### src/rtl/uart_tx_if.sv
`default_nettype none
// ============================================================================
// Module   : uart_tx_if
// Purpose  : Character handshake between an upstream producer and uart_tx.
// Revision : 1.0
// ============================================================================
interface uart_tx_if #(
    parameter int DATA_BITS = 8
);
    logic [DATA_BITS-1:0] tx_data;
    logic                 tx_valid;
    logic                 tx_ready;
    logic                 tx_busy;

    modport master (
        output tx_data,
        output tx_valid,
        input  tx_ready,
        input  tx_busy
    );

    modport slave (
        input  tx_data,
        input  tx_valid,
        output tx_ready,
        output tx_busy
    );
endinterface
`default_nettype wire

### src/rtl/uart_tx.sv
`default_nettype none
// ============================================================================
// Module   : uart_tx
// Purpose  : Framed UART transmitter paced by an edge-detected baud square wave.
// Revision : 1.0
// ============================================================================
module uart_tx #(
    parameter int DATA_BITS  = 8,
    parameter int PARITY_EN  = 0,
    parameter int PARITY_ODD = 0,
    parameter int STOP_BITS  = 1
) (
    input  wire logic clk_in,
    input  wire logic rst_n,
    input  wire logic baud_clk,
    uart_tx_if.slave  bus,
    output logic      tx
);
    localparam int                 C_CNT_W     = (DATA_BITS > 1) ? $clog2(DATA_BITS) : 1;
    localparam logic [C_CNT_W-1:0] C_LAST_BIT  = C_CNT_W'(DATA_BITS - 1);
    localparam logic               C_LAST_STOP = 1'(STOP_BITS - 1);
    localparam logic               C_PAR_ODD   = 1'(PARITY_ODD);

    typedef enum logic [2:0] {
        S_IDLE   = 3'd0,
        S_SYNC   = 3'd1,
        S_START  = 3'd2,
        S_DATA   = 3'd3,
        S_PARITY = 3'd4,
        S_STOP   = 3'd5
    } state_t;

    state_t               r_state;
    state_t               w_state_nxt;
    logic [DATA_BITS-1:0] r_shift;
    logic [DATA_BITS-1:0] w_shift_nxt;
    logic                 r_par;
    logic                 w_par_nxt;
    logic [C_CNT_W-1:0]   r_bit_cnt;
    logic [C_CNT_W-1:0]   w_bit_cnt_nxt;
    logic                 r_stop_cnt;
    logic                 w_stop_cnt_nxt;
    logic                 r_tx;
    logic                 w_tx_nxt;
    logic                 r_baud_d;
    logic                 w_baud_tick;
    logic                 w_accept;

    // One-cycle pulse per rising edge of the divider output.
    assign w_baud_tick = baud_clk & ~r_baud_d;
    assign w_accept    = bus.tx_valid & (r_state == S_IDLE);

    assign bus.tx_ready = (r_state == S_IDLE);
    assign bus.tx_busy  = (r_state != S_IDLE);
    assign tx           = r_tx;

    always_ff @(posedge clk_in or negedge rst_n) begin
        if (!rst_n) begin
            r_state    <= S_IDLE;
            r_shift    <= '0;
            r_par      <= 1'b0;
            r_bit_cnt  <= '0;
            r_stop_cnt <= 1'b0;
            r_tx       <= 1'b1;
            r_baud_d   <= 1'b0;
        end else begin
            r_state    <= w_state_nxt;
            r_shift    <= w_shift_nxt;
            r_par      <= w_par_nxt;
            r_bit_cnt  <= w_bit_cnt_nxt;
            r_stop_cnt <= w_stop_cnt_nxt;
            r_tx       <= w_tx_nxt;
            r_baud_d   <= baud_clk;
        end
    end

    always_comb begin
        w_state_nxt    = r_state;
        w_shift_nxt    = r_shift;
        w_par_nxt      = r_par;
        w_bit_cnt_nxt  = r_bit_cnt;
        w_stop_cnt_nxt = r_stop_cnt;
        w_tx_nxt       = r_tx;

        case (r_state)
            S_IDLE: begin
                // Ticks are ignored here; a frame always starts by waiting in SYNC.
                w_tx_nxt = 1'b1;
                if (w_accept) begin
                    w_shift_nxt = bus.tx_data;
                    w_par_nxt   = (^bus.tx_data) ^ C_PAR_ODD;
                    w_state_nxt = S_SYNC;
                end
            end

            S_SYNC: begin
                if (w_baud_tick) begin
                    w_state_nxt = S_START;
                    w_tx_nxt    = 1'b0;
                end
            end

            S_START: begin
                if (w_baud_tick) begin
                    w_state_nxt   = S_DATA;
                    w_tx_nxt      = r_shift[0];
                    w_shift_nxt   = r_shift >> 1;
                    w_bit_cnt_nxt = '0;
                end
            end

            S_DATA: begin
                if (w_baud_tick) begin
                    if (r_bit_cnt == C_LAST_BIT) begin
                        if (PARITY_EN != 0) begin
                            w_state_nxt = S_PARITY;
                            w_tx_nxt    = r_par;
                        end else begin
                            w_state_nxt    = S_STOP;
                            w_tx_nxt       = 1'b1;
                            w_stop_cnt_nxt = 1'b0;
                        end
                    end else begin
                        // The shifter has already advanced, so bit 0 is the next data bit.
                        w_tx_nxt      = r_shift[0];
                        w_shift_nxt   = r_shift >> 1;
                        w_bit_cnt_nxt = r_bit_cnt + C_CNT_W'(1);
                    end
                end
            end

            S_PARITY: begin
                if (w_baud_tick) begin
                    w_state_nxt    = S_STOP;
                    w_tx_nxt       = 1'b1;
                    w_stop_cnt_nxt = 1'b0;
                end
            end

            S_STOP: begin
                w_tx_nxt = 1'b1;
                if (w_baud_tick) begin
                    if (r_stop_cnt == C_LAST_STOP) begin
                        w_state_nxt = S_IDLE;
                    end else begin
                        w_stop_cnt_nxt = r_stop_cnt + 1'b1;
                    end
                end
            end

            default: begin
                w_state_nxt = S_IDLE;
                w_tx_nxt    = 1'b1;
            end
        endcase
    end
endmodule
`default_nettype wire

### src/flat_wrapper.sv
// flat-port wrapper written by rule: the top's interface ports become plain ports
module uart_tx_flat 
#(
    parameter int DATA_BITS  = 8,
    parameter int PARITY_EN  = 0,
    parameter int PARITY_ODD = 0,
    parameter int STOP_BITS  = 1
)
  (clk_in, rst_n, baud_clk, tx, bus_tx_data, bus_tx_valid, bus_tx_ready, bus_tx_busy);
  uart_tx_if #(.DATA_BITS(DATA_BITS)) bus_i ();
  input  wire logic clk_in;
  input  wire logic rst_n;
  input  wire logic baud_clk;
  output logic tx;
  input wire logic [$bits(bus_i.tx_data)-1:0] bus_tx_data;
  input wire logic [$bits(bus_i.tx_valid)-1:0] bus_tx_valid;
  output wire logic [$bits(bus_i.tx_ready)-1:0] bus_tx_ready;
  output wire logic [$bits(bus_i.tx_busy)-1:0] bus_tx_busy;
  assign bus_i.tx_data = bus_tx_data;
  assign bus_i.tx_valid = bus_tx_valid;
  assign bus_tx_ready = bus_i.tx_ready;
  assign bus_tx_busy = bus_i.tx_busy;
  uart_tx #(.DATA_BITS(DATA_BITS), .PARITY_EN(PARITY_EN), .PARITY_ODD(PARITY_ODD), .STOP_BITS(STOP_BITS)) u_core (.clk_in(clk_in), .rst_n(rst_n), .baud_clk(baud_clk), .bus(bus_i), .tx(tx));
endmodule
### config.mk
export PLATFORM = sky130hd
export DESIGN_NAME = uart_tx_flat
export DESIGN_NICKNAME = d
export VERILOG_FILES = /design/src/rtl/uart_tx_if.sv /design/src/rtl/uart_tx.sv /design/src/flat_wrapper.sv
export SDC_FILE = /design/constraint.sdc
export NUM_CORES = 1
export LEC_CHECK = 0
export CAP_MARGIN = 15
export CORE_ASPECT_RATIO = 1.2
export CORE_MARGIN = 4
export CORE_UTILIZATION = 35
export DETAILED_ROUTE_END_ITERATION = 8
export HOLD_SLACK_MARGIN = 0.05
export SLEW_MARGIN = 40
export SYNTH_ARGS = -nofsm -noshare
export SYNTH_HDL_FRONTEND = slang
export SYNTH_SLANG_ARGS = --single-unit
### constraint.sdc
create_clock -name clk_in -period 1.6 [get_ports clk_in]
set_input_delay 0.48 -clock clk_in [delete_from_list [all_inputs] [get_ports clk_in]]
set_output_delay 0.48 -clock clk_in [all_outputs]
set_load 0.005 [all_outputs]
==> impl_metrics.yaml <==
grt:
  track_usage_pct: 11.4
  gr-total-overflow: 0
  grt_pass1_vias: 667
  grt_max_degree: 17
  grt_pass1_wl_um: 2860
  antenna_found_initial: 0
synth:
  avgSynthCellArea_um2: 10.1
  yosysWarnings: 0
  yosys.area.top_type: "dfrtp_1"
  ys_seq_area_share_pct: 46.6
  ys_seq_elements: 16
  synth_top_area_share_pct: 43.5
  syn_inst: 85
  synth.distinct_cells: 26
  synth_fp_nets: 100
  yosys-top-cells-area: "dfrtp_1 44%, mux2i_1 8.1%, nand2_1 7.0%, o21ai_1 5.8%, ha_1 4.4%"
  syn_area_um2: 862
place:
  dp_slack_ns: -0.221
  place_inst: 136
  hpwl_um: 1260
  port_buffers: 14
  gp_routability_congestion: 0.776
status:
  status: "complete, no violations"
final_layout:
  synthToLayoutAreaGrowth_pct: 34.1
  layout-drive-gt1-share_pct: 24.8
  utilization_pct: 49.6
  nets: 129
  final_common_cell: "nand2_1"
  final_cell_mix: "16 x nand2_1, 15 x dfrtp_1, 12 x buf_4"
  final_cells: 144
  antenna-diode-count: 0
timing:
  skew_ns: 0.00187
  post-route-period-util_pct: 97.1
  finalMaxSlewViolations: 0
  fmax_mhz: 644
  hold_viol: 0
  relSlewSlack_pct: 71.3
  worst_pin_slew_ns: 0.430
  layout_setup_ws_ns: 0.0468
  setup_violations: 0
  rsz0062_at_grt: "true"
  min_period_ns: 1.55
routing:
  wire_per_inst_um: 11.6
  route.detailed.drc: 0
  dr.pass1.iters: 4
  ant_nets: 0
  vias: 689
  routed_via_density: 4.78
  routed_wl_um: 1660
  drt_iter0_drc: 6
power_and_ir_drop:
  p_sw_share_pct: 34.5
  cellPowerDensity_nw_per_um2: 1370
  p_clk_share_pct: 17.3
  p_leak_nw: 0.500
  peakVddDrop_mv: 0.708
  p_sw_w: 0.000546
  internal_power_w: 0.00104
  p_seq_share_pct: 42.2
  combinationalPowerShare_pct: 40.5
cts:
  clkLatencyLatePin_ns: 0.29
  cts_tree: "done"
  hold_buffers: 0
  cts_made_buffers: 3
  numClockSinks: 16
  clk_pin_slew_worst_paths_ns: 0.10
  clock_path_buffers: 2
  h-tree-depth: 1
  root_buffer: "clkbuf_4"
critical_path:
  worst-path-max-fanout: 2
  worstSetupStartpointType: "flip-flop"
  cp-end-kind: "output pin"
  cp.required_ns: 1.12
  crit_arrival_ns: 1.07
  critical_path_class: "flip-flop to output pin"
floorplan:
  io_pins: 15
  die_x_um: 53.3
  die_h_um: 62.4
  start_util_pct: 37.0
  coreArea_um2: 2330
  rows: 19
  die_area_um2: 3320
worst_hold_path:
  hold_path.class: "flip-flop to flip-flop"
job:
  maxCapViolCount: 0
==> power by group through the flow <==
stage / logic [W] / clock network, W / registers (W)
6_report: 0.000641 / 0.000274 / 0.000667
5_1_grt: 0.000729 / 0.000294 / 0.000690
4_1_cts: 0.000618 / 0.000282 / 0.000667
3_5_place_dp: 0.000605 / 0 / 0.000668
3_3_place_gp: 0.000593 / 0 / 0.000662
2_1_floorplan: 0.000450 / 0 / 0.000649
==> flip-flops by register name (all words and copies together), names as in the netlist <==
register          flops
u_core.r_state        3
u_core.r_baud_d       1
u_core.r_bit_cnt      3
u_core.tx             1
u_core.r_shift        8
==> critical path, stage by stage (launching register included) <==
cell and delay, ns:
dfrtp_1 0.42, nor2_4 0.15, nand2_4 0.06, inv_2 0.05, clkbuf_2 0.10
==> cells in the mapped netlist <==
cell	count
nand4b_1	1
nand2_4	1
nor2b_1	1
inv_2	2
or3_1	1
nand2_1	16
a22o_1	2
a22oi_4	1
nand2b_1	3
o21ai_1	10
nor2_1	2
buf_2	1
ha_1	3
nor3b_1	1
nor4_1	1
o21ai_2	2
dfrtp_1	15
a211o_1	1
nand3_1	5
mux2i_1	7
a21oi_1	3
a211oi_1	1
and4bb_4	1
buf_6	2
dfstp_2	1
a31oi_1	1
==> cells by family after synthesis <==
group / Yosys count / share of synthesized area [%]
AND/OR/NAND/NOR: 33 / 20.2
buffers and inverters: 5 / 4.06
multiplexers: 7 / 8.13
AO/OA/AOI/OAI: 21 / 16.7
adder cells (fa/ha/maj): 3 / 4.35
flip-flops: 16 / 46.6
==> metrics by stage <==
stage	hold slack, ns	setup TNS (ns)	total power, W	area, um^2
floorplan	0.184	0	0.00110	862
global placement	0.465	-2.32	0.00126	1080
detailed placement	0.467	-2.64	0.00127	1080
CTS	0.490	-0.0391	0.00157	1140
global route	0.514	-0.0164	0.00171	1160
finish	0.483	0	0.00158	1160
==> metal layers <==
metal | wire length (um) | vias to the layer above | share of wire (%) | track usage, %
li1 | - | 355 | - | -
met1 | 691 | 313 | 42 | 14.0
met2 | 820 | 16 | 49 | 17.6
met3 | 112 | 5 | 6.7 | 3.35
met4 | 40 | 0 | 2.4 | 5.75
met5 | 0 | - | 0 | 0
==> cell type report <==
| type | instances | area [um^2] |
|---|---|---|
| fill | 243 | 1170 |
| tap | 31 | 38.8 |
| inverter | 2 | 7.51 |
| multi-input combinational | 64 | 433 |
| timing repair buffer | 27 | 239 |
| clock buffer | 4 | 36.3 |
| sequential | 16 | 402 |
==> what timing repair did <==
item,CTS,global route
resized for setup,7,2
pin swaps,1,3
buffers inserted,2,2
setup endpoints to repair,3,10
cloned,0,0
==> final timing paths <==
kind | to | cells after the start | from | slack, ns
worst max-delay path | bus_tx_ready | 4 | u_core.r_state[0] | 0.05
worst min-delay path | u_core.r_shift[2] | 2 | u_core.r_shift[2] | 0.48
worst max register to register | u_core.r_shift[2] | 5 | u_core.r_state[1] | 0.11
worst min register to register | u_core.r_shift[2] | 2 | u_core.r_shift[2] | 0.48
max in group asynchronous | u_core.tx | 2 | rst_n | 0.85
min in group asynchronous | u_core.r_bit_cnt[0] | 2 | rst_n | 0.50
No activity file was read; power rests on OpenSTA's default activity.
